[config.mk]
export PLATFORM = sky130hd
export DESIGN_NAME = entropy_collector
export DESIGN_NICKNAME = d
export VERILOG_FILES = /design/src/rtl/entropy_collector.sv
export SDC_FILE = /design/constraint.sdc
export NUM_CORES = 1
export LEC_CHECK = 0
export CORE_MARGIN = 2
export CORE_UTILIZATION = 35
export DETAILED_ROUTE_END_ITERATION = 16
export GPL_ROUTABILITY_DRIVEN = 1
export SYNTH_ARGS = -nofsm -noshare
export SYNTH_HDL_FRONTEND = slang
export SYNTH_SLANG_ARGS = --single-unit
[constraint.sdc]
create_clock -name clk -period 6.85 [get_ports clk]
set_input_delay 1.7125 -clock clk [delete_from_list [all_inputs] [get_ports clk]]
set_output_delay 1.7125 -clock clk [all_outputs]
set_load 0.1 [all_outputs]
[src/rtl/entropy_collector.sv]
// entropy_collector: synchronised entropy bit -> post-processor -> word packer -> FIFO.
// Optional build macro RNG_STATS_EN enables the ones-count statistics block.
module entropy_collector #(
   parameter int WORD_WIDTH = 8,
   parameter int FIFO_DEPTH = 16,
   parameter int RCT_LIMIT  = 64
) (
   input  logic                  clk,
   input  logic                  reset_n,
   input  logic                  raw_bit,
   input  logic                  enable,
   input  logic [1:0]            mode,
   output logic [WORD_WIDTH-1:0] out_data,
   output logic                  out_valid,
   input  logic                  out_ready,
   output logic [15:0]           drop_count,
   output logic                  health_fail,
   output logic [15:0]           stat_ones,
   output logic                  stat_valid
);

   localparam int CW = (WORD_WIDTH > 1) ? $clog2(WORD_WIDTH) : 1;
   localparam int AW = $clog2(FIFO_DEPTH);
   localparam int RW = $clog2(RCT_LIMIT + 1);

   localparam logic [1:0] MODE_RAW = 2'd0;
   localparam logic [1:0] MODE_XOR = 2'd2;

   logic                  sync1_q, sync1_d;
   logic                  sync2_q, sync2_d;
   logic                  s;

   logic                  prev_s_q, prev_s_d;
   logic [RW-1:0]         rct_cnt_q, rct_cnt_d;
   logic                  health_fail_q, health_fail_d;

   logic [1:0]            mode_q, mode_d;
   logic                  phase_q, phase_d;
   logic                  a_q, a_d;
   logic [CW-1:0]         bit_cnt_q, bit_cnt_d;
   logic [WORD_WIDTH-1:0] word_q, word_d;

   logic                  mode_chg;
   logic                  collect;
   logic                  acc;
   logic                  abit;
   logic                  push;
   logic [WORD_WIDTH-1:0] push_word;

   logic [WORD_WIDTH-1:0] mem_q [FIFO_DEPTH];
   logic [WORD_WIDTH-1:0] mem_d [FIFO_DEPTH];
   logic [AW:0]           wptr_q, wptr_d;
   logic [AW:0]           rptr_q, rptr_d;
   logic [15:0]           drop_q, drop_d;
   logic                  empty;
   logic                  full;
   logic                  pop;
   logic                  wr;

   // Two-flop synchroniser for the asynchronous ring-oscillator bit.
   always_comb begin
      sync1_d = raw_bit;
      sync2_d = sync1_q;
      s       = sync2_q;
   end

   // Repetition-count test; counter parks at 1 while collection is halted.
   always_comb begin
      prev_s_d      = s;
      rct_cnt_d     = rct_cnt_q;
      health_fail_d = health_fail_q;
      if (!enable) begin
         rct_cnt_d = RW'(1);
      end else if (s == prev_s_q) begin
         if (rct_cnt_q != RW'(RCT_LIMIT))
            rct_cnt_d = rct_cnt_q + RW'(1);
      end else begin
         rct_cnt_d = RW'(1);
      end
      if (enable && rct_cnt_d == RW'(RCT_LIMIT))
         health_fail_d = 1'b1;
   end

   // Post-processing and LSB-first packing; any halt drops the partial word.
   always_comb begin
      mode_d    = mode;
      mode_chg  = (mode != mode_q);
      collect   = enable & ~health_fail_q & ~mode_chg;
      phase_d   = phase_q;
      a_d       = a_q;
      bit_cnt_d = bit_cnt_q;
      word_d    = word_q;
      acc       = 1'b0;
      abit      = 1'b0;
      push      = 1'b0;
      push_word = word_q;
      if (!collect) begin
         phase_d   = 1'b0;
         bit_cnt_d = '0;
         word_d    = '0;
      end else begin
         if (mode_q == MODE_RAW) begin
            acc  = 1'b1;
            abit = s;
         end else if (!phase_q) begin
            phase_d = 1'b1;
            a_d     = s;
         end else begin
            phase_d = 1'b0;
            if (mode_q == MODE_XOR) begin
               acc  = 1'b1;
               abit = a_q ^ s;
            end else begin
               acc  = (a_q != s);
               abit = a_q;
            end
         end
         if (acc) begin
            push_word[bit_cnt_q] = abit;
            if (bit_cnt_q == CW'(WORD_WIDTH - 1)) begin
               push      = 1'b1;
               bit_cnt_d = '0;
               word_d    = '0;
            end else begin
               bit_cnt_d = bit_cnt_q + CW'(1);
               word_d    = push_word;
            end
         end
      end
   end

   // FIFO bookkeeping: a full FIFO only takes a word if it pops that cycle.
   always_comb begin
      empty  = (wptr_q == rptr_q);
      full   = (wptr_q[AW] != rptr_q[AW]) &&
               (wptr_q[AW-1:0] == rptr_q[AW-1:0]);
      pop    = ~empty & out_ready;
      wr     = push & (~full | pop);
      mem_d  = mem_q;
      wptr_d = wptr_q;
      rptr_d = rptr_q;
      drop_d = drop_q;
      if (wr) begin
         mem_d[wptr_q[AW-1:0]] = push_word;
         wptr_d = wptr_q + (AW+1)'(1);
      end
      if (pop)
         rptr_d = rptr_q + (AW+1)'(1);
      if (push && full && !pop && drop_q != 16'hFFFF)
         drop_d = drop_q + 16'd1;
   end

   // State registers with synchronous active-low reset.
   always_ff @(posedge clk) begin
      if (!reset_n) begin
         sync1_q       <= 1'b0;
         sync2_q       <= 1'b0;
         prev_s_q      <= 1'b0;
         rct_cnt_q     <= '0;
         health_fail_q <= 1'b0;
         mode_q        <= MODE_RAW;
         phase_q       <= 1'b0;
         a_q           <= 1'b0;
         bit_cnt_q     <= '0;
         word_q        <= '0;
         mem_q         <= '{default: '0};
         wptr_q        <= '0;
         rptr_q        <= '0;
         drop_q        <= '0;
      end else begin
         sync1_q       <= sync1_d;
         sync2_q       <= sync2_d;
         prev_s_q      <= prev_s_d;
         rct_cnt_q     <= rct_cnt_d;
         health_fail_q <= health_fail_d;
         mode_q        <= mode_d;
         phase_q       <= phase_d;
         a_q           <= a_d;
         bit_cnt_q     <= bit_cnt_d;
         word_q        <= word_d;
         mem_q         <= mem_d;
         wptr_q        <= wptr_d;
         rptr_q        <= rptr_d;
         drop_q        <= drop_d;
      end
   end

   assign out_valid   = ~empty;
   assign out_data    = empty ? '0 : mem_q[rptr_q[AW-1:0]];
   assign drop_count  = drop_q;
   assign health_fail = health_fail_q;

`ifdef RNG_STATS_EN
   logic [15:0] st_cnt_q, st_cnt_d;
   logic [16:0] st_ones_q, st_ones_d;
   logic [15:0] stat_ones_q, stat_ones_d;
   logic        stat_valid_q, stat_valid_d;
   logic [16:0] ones_sum;

   // Ones count over each window of 65536 accepted bits.
   always_comb begin
      st_cnt_d     = st_cnt_q;
      st_ones_d    = st_ones_q;
      stat_ones_d  = stat_ones_q;
      stat_valid_d = 1'b0;
      ones_sum     = st_ones_q + {16'd0, abit};
      if (acc) begin
         if (st_cnt_q == 16'hFFFF) begin
            stat_ones_d  = ones_sum[16] ? 16'hFFFF : ones_sum[15:0];
            stat_valid_d = 1'b1;
            st_cnt_d     = '0;
            st_ones_d    = '0;
         end else begin
            st_cnt_d  = st_cnt_q + 16'd1;
            st_ones_d = ones_sum;
         end
      end
   end

   // Statistics registers.
   always_ff @(posedge clk) begin
      if (!reset_n) begin
         st_cnt_q     <= '0;
         st_ones_q    <= '0;
         stat_ones_q  <= '0;
         stat_valid_q <= 1'b0;
      end else begin
         st_cnt_q     <= st_cnt_d;
         st_ones_q    <= st_ones_d;
         stat_ones_q  <= stat_ones_d;
         stat_valid_q <= stat_valid_d;
      end
   end

   assign stat_ones  = stat_ones_q;
   assign stat_valid = stat_valid_q;
`else
   assign stat_ones  = 16'd0;
   assign stat_valid = 1'b0;
`endif

endmodule
==> impl_metrics.ini, run 1 <==
[critical_path]
critPathBufInv = 2
cp_top_family = buffers and inverters
path_max_fanout = 19
r2r-start = bit_cnt_q[0]$_SDFFE_PN0N_
reg2reg_slack_ps = 3530
crit_path_end = out_data[6]
crit_required_ps = 5140
path_cells = buf_4, mux4_2, mux2i_1, a211oi_1, clkdlybuf4s50_1
cp_slowest_cell = clkdlybuf4s50_1
startpoint_type = flip-flop
arrival_ps = 3590
r2r_cells = 6
critical_path_class = flip-flop to primary output
timing.critical_path.from = rptr_q[0]$_SDFFE_PN0P_
regToRegEndpoint = mem_q[69]$_SDFFE_PN0P_
cp_slowest_stage_delay_ps = 1210
crit_path_end_kind = primary output
crit_cells = 5

[drt]
ant_nets = 0
drtPass1Iterations = 5
viasPerCell = 5.959
drt_iter0_drc = 654
drt_wl_total_um = 27710
routedWlPerCell_um = 20.08
drc = 0
vias = 8223

[sta]
slew-limit-headroom_pct = 11.77
fin_crit_sh_pct = 77.40
clock-skew-final_ps = 17.24
maxSlewViolCount = 0
max_freq_mhz = 188.6
hold_viol = 0
whs_ps = 436.1
max_slew.worst_pin.slew_ps = 1323
period_needed_ps = 5302
fin_setup_tns_ps = 0
setup_violations = 0
rsz0062_at_grt = no

[grt]
grt_max_degree = 83
grt_overflow = 0
grt_pass1_vias = 7597
grt_use_total_pct = 19.52
antenna_found_initial = 0
grt_pass1_wl_um = 43640

[synthesis]
yosysWarnings = 0
synth_cells = 1061
ys_ff_latch = 180
synth.distinct_cells = 65
avgSynthCellArea_sq_um = 8.925
async_reset_ff_share_pct = 0
mappedNetlistArea_sq_um = 9469
yosys.area.top_type = dfxtp_1
synth_edf_count = 0
ys.flop_type = dfxtp_1
synth_seq_area_share_pct = 38.05
synth_area_leaders = dfxtp_1, mux4_2, a21oi_1, nand2_1, o211ai_1
yosysTopAreaCellShare_pct = 38.05

[power_and_ir_drop]
p_per_area_nw_per_um2 = 207.4
p_leak_nw = 3.064
peakVddDrop_mv = 0.1586

[clocking]
cts_tree = done
cts_resized = 0
cts_inserted_buffers = 17
clk_pin_slew_ps = 70
clock_sinks = 180
clk_path_buf_depth = 2
cts_hold_buf = 0
clock_latency_ps = 450
cts_setup_buffers = 0
cts_max_level = 4
cts_root_buf = clkbuf_16

[placement]
post_dp_cell_area_sq_um = 9799
globalplace.congestion = 0.9134
io_buffers = 32
place_hpwl_um = 17260

[die]
die_area_sq_um = 28390
io_pins = 50
die_w_um = 168.5
core_sq_um = 26730
initial_core_util_pct = 35.43
rows = 60
die_h_um = 168.5

[outcome]
status = finished, final reports clean

[job]
maxCapViolCount = 0

[worst_hold_path]
min_path_cells = 1
hp-start = sync1_q$_SDFF_PN0_
hold_path_class = flip-flop to flip-flop

[finish]
syn_to_final_growth_pct = 9.738
fin_area_sq_um = 10390
final_cell_mix = dfxtp_1, nand2_1, a21oi_1, o211ai_1, o21ai_0
num_antenna_cells = 0
final_nets = 1043
final_common_cell = dfxtp_1
fill_cells = 2720
multi_input_area_sq_um = 5314
regArea_sq_um = 3605
fin_util_pct = 38.88
drive_gt1_share_pct = 10.20
==> layer usage <==
layer	up-vias	part of all wire [%]	global-route usage, %
met4	0	2.7	7.196
met5	-	0	0
li1	3873	-	-
met2	302	45	29.61
met1	4005	46	27.73
met3	43	6.8	3.531
==> per-stage QoR <==
step | instances | worst slack (ps) | total power (W)
finish | 1380 | 1548 | 0.002155
floorplan | 1077 | 1494 | 0.001174
detailed placement | 1348 | 1969 | 0.001181
CTS | 1380 | 1503 | 0.002167
global placement | 1348 | 1988 | 0.001181
global route | 1380 | 1370 | 0.002218
==> sequential cells by signal (all words and copies together), names as in the netlist <==
signal / cells
word_q: 8
rptr_q: 5
mem_q: 128
health_fail: 1
a_q: 1
mode_q: 2
prev_s_d: 1
rct_cnt_q: 7
bit_cnt_q: 3
sync1_q: 1
drop_count: 16
prev_s_q: 1
phase_q: 1
wptr_q: 5
==> where the power goes <==
part           switching [W]  internal, W  total [W]
Combinational      0.0000912    0.0000144   0.000106
Clock               0.000479     0.000519   0.000998
Sequential        0.00000383      0.00105    0.00105
==> synthesized netlist by cell type (6+ instances only) <==
master	count
o2111ai_1	43
nor2b_1	13
o211ai_1	59
a2111oi_4	6
a21oi_1	137
and4_1	10
xor2_1	10
a211oi_1	16
o311ai_0	9
o31ai_1	6
ha_1	10
o21ai_0	54
nor2_1	38
nand2b_1	10
a31o_2	8
mux4_2	32
dfxtp_1	180
buf_2	25
nand3_1	15
nor3_1	10
xnor2_1	8
o2111a_1	6
nand2_1	157
and2_1	9
clkbuf_1	60
buf_4	24
mux2i_1	15
o21ai_1	7
inv_1	12
==> kinds of logic after synthesis <==
group | count (synthesis) | synth area share, %
AO/OA/AOI/OAI | 378 | 27.58
flip-flops | 180 | 38.06
buffers and inverters | 126 | 6.514
adder cells (fa/ha/maj) | 10 | 1.321
other | 1 | 0.03960
AND/OR/NAND/NOR | 299 | 15.29
multiplexers | 47 | 9.197
XOR/XNOR | 20 | 2.008
==> worst min-delay path by stage <==
stage,slack [ps],endpoint
after floorplan,410,prev_s_d$_SDFF_PN0_
after global placement,420,prev_s_d$_SDFF_PN0_
after detailed placement,420,prev_s_d$_SDFF_PN0_
after CTS,440,prev_s_d$_SDFF_PN0_
after global routing,460,prev_s_d$_SDFF_PN0_
final,440,prev_s_d$_SDFF_PN0_
==> layout make-up <==
cell class                      count  area share (%)
Multi-Input combinational cell    771           51.14
Timing Repair Buffer               43           3.877
Clock inverter                     14           1.565
Tap cell                          341           4.106
Clock buffer                       18           4.130
Inverter                           13          0.4937
Sequential cell                   180           34.69
==> worst register-to-register path, delay by kind of cell (launching register included) <==
family	cells	cell delay, ps
DFF	1	560
AOI/OAI and AO/OA	3	1150
adders and majority gates	2	720
and+or+nand+nor	1	770
Note: power is estimated with default switching activity, not from simulation.
==> inputs of run 2 (changes only) <==
Clock period 6.85 ns to 4.47 ns, I/O delays scaled along.
==> run 2 against run 1 <==
- combinational power is 56% higher
- global-route usage is 0.47 points higher
- critical path depth stayed put
- core utilization is 0.74 points higher
- flip-flop and latch count stayed put
- power is 54% higher
- die area stayed put
- worst hold slack better by 5.0 ps
- critical path type unchanged
- critical endpoint is now out_data[2]
- highest routed layer unchanged
==> impl_metrics.ini, run 2 (same netlist as run 1, synthesis figures left out) <==
[drt]
wl_met2_um = 12750
highest_layer = met4
vias = 8258
drc = 0
ant_nets = 0
drt_iter0_drc = 771
drt-met1-wl_um = 12590
routedWlPerCell_um = 20.20
viasPerCell = 5.945
drtPass1Iterations = 5
drt_wl_total_um = 28060
route.met3.wl_um = 1883

[clocking]
cts_hold_buf = 0
cts_inserted_buffers = 17
cts_root_buf = clkbuf_16
clk_pin_slew_ps = 80
clk_path_buf_depth = 2
cts_max_level = 4
clock_latency_ps = 440
cts_setup_buffers = 0
cts_tree = done
cts_resized = 0
clock_sinks = 180

[finish]
drive_gt1_share_pct = 12.31
top_register = mem_q
syn_to_final_growth_pct = 11.84
final_cells = 1389
final_nets = 1053
fin_util_pct = 39.63
num_antenna_cells = 0
largest_register_ffs = 128
final_cell_mix = dfxtp_1, nand2_1, a21oi_1, o211ai_1, o21ai_0
final_common_cell = dfxtp_1

[outcome]
status = finished, final reports clean

[worst_hold_path]
hold_path_class = flip-flop to flip-flop

[placement]
globalplace.congestion = 0.8016
place_hpwl_um = 17160
dp_slack_ps = 546.9
io_buffers = 32
dp_cells = 1358

[grt]
grt_overflow = 0
grt_max_degree = 102
antenna_found_initial = 0
grt_use_total_pct = 19.98
grt_pass1_vias = 7875
grt_pass1_wl_um = 44770

[die]
die_area_sq_um = 28390
core_sq_um = 26730
rows = 60
die_h_um = 168.5
initial_core_util_pct = 35.43
die_w_um = 168.5
io_pins = 50

[power_and_ir_drop]
p_per_area_nw_per_um2 = 312.4
peakVddDrop_mv = 0.2415
p_leak_nw = 3.158

[critical_path]
crit_path_end_kind = primary output
path_cells = buf_4, mux4_2, mux2i_1, a211oi_1, buf_12
startpoint_type = flip-flop
cp_slowest_cell = dfxtp_2
critical_path_class = flip-flop to primary output
arrival_ps = 2860
crit_required_ps = 3350
cp_slowest_stage_delay_ps = 790
path_max_fanout = 18

[sta]
setup_ws_ps = 495.8
maxSlewViolCount = 0
period_needed_ps = 3974
fin_crit_sh_pct = 88.91
slew-limit-headroom_pct = 16.00
clock-skew-final_ps = 14.54
setup_violations = 0
hold_viol = 0
max_freq_mhz = 251.6
max_slew.worst_pin.slew_ps = 1256
rsz0062_at_grt = no

[job]
maxCapViolCount = 0
[run 2: cell count changes in the layout (fill, tap and decap cells not counted), moves of 3 or more]
cell	change
inv_8	+3
a211oi_1	-4
buf_4	+9
buf_12	+10
inv_6	-3
a211oi_2	+4
clkdlybuf4s50_1	-9
[run 2: metal layers]
layer  global-route usage [%]  vias up
met3                    4.185       59
li1                         -     3887
met4                    7.534        0
met1                    26.83     4001
met2                    31.72      311
met5                        0        -
[run 2: power by group]
group          internal [W]  switching (W)  leakage (nW)
combinational     0.0000240       0.000141          1.43
sequential          0.00161     0.00000590          1.45
clock              0.000796       0.000736         0.281
total               0.00243       0.000883          3.16
[run 2: worst max-delay path: cells and delay by family (launching register included)]
family	cells	cell delay (ps)
buffers and inverters	2	700
flip-flops	1	790
multiplexers	2	380
AO/OA/AOI/OAI	1	540
[run 2: cell type report]
cell class	count	area (sq um)
Timing Repair Buffer	53	580.6
Multi-Input combinational cell	771	5334
Fill cell	2625	16140
Clock buffer	17	425.4
Sequential cell	180	3605
Tap cell	341	426.7
Clock inverter	14	167.7
Inverter	13	51.30
[run 2: path summary, 6_finish.rpt]
path,startpoint,end,slack (ps),depth (start not counted)
min,sync1_q$_SDFF_PN0_,prev_s_d$_SDFF_PN0_,440,1
max,rptr_q[0]$_SDFFE_PN0P_,out_data[2],500,5
min reg2reg,sync1_q$_SDFF_PN0_,prev_s_d$_SDFF_PN0_,440,1
max reg2reg,bit_cnt_q[0]$_SDFFE_PN0N_,mem_q[80]$_SDFFE_PN0P_,1590,7
[run 2: through the flow]
stage	hold slack (ps)	total power, W	area [sq um]	setup TNS [ps]
after floorplan	411.9	0.001799	9549	-420.0
after global placement	414.2	0.001812	9997	0
after detailed placement	421.1	0.001813	9997	0
after CTS	443.3	0.003329	10590	0
after global routing	457.6	0.003415	10590	0
final	441.2	0.003309	10590	0
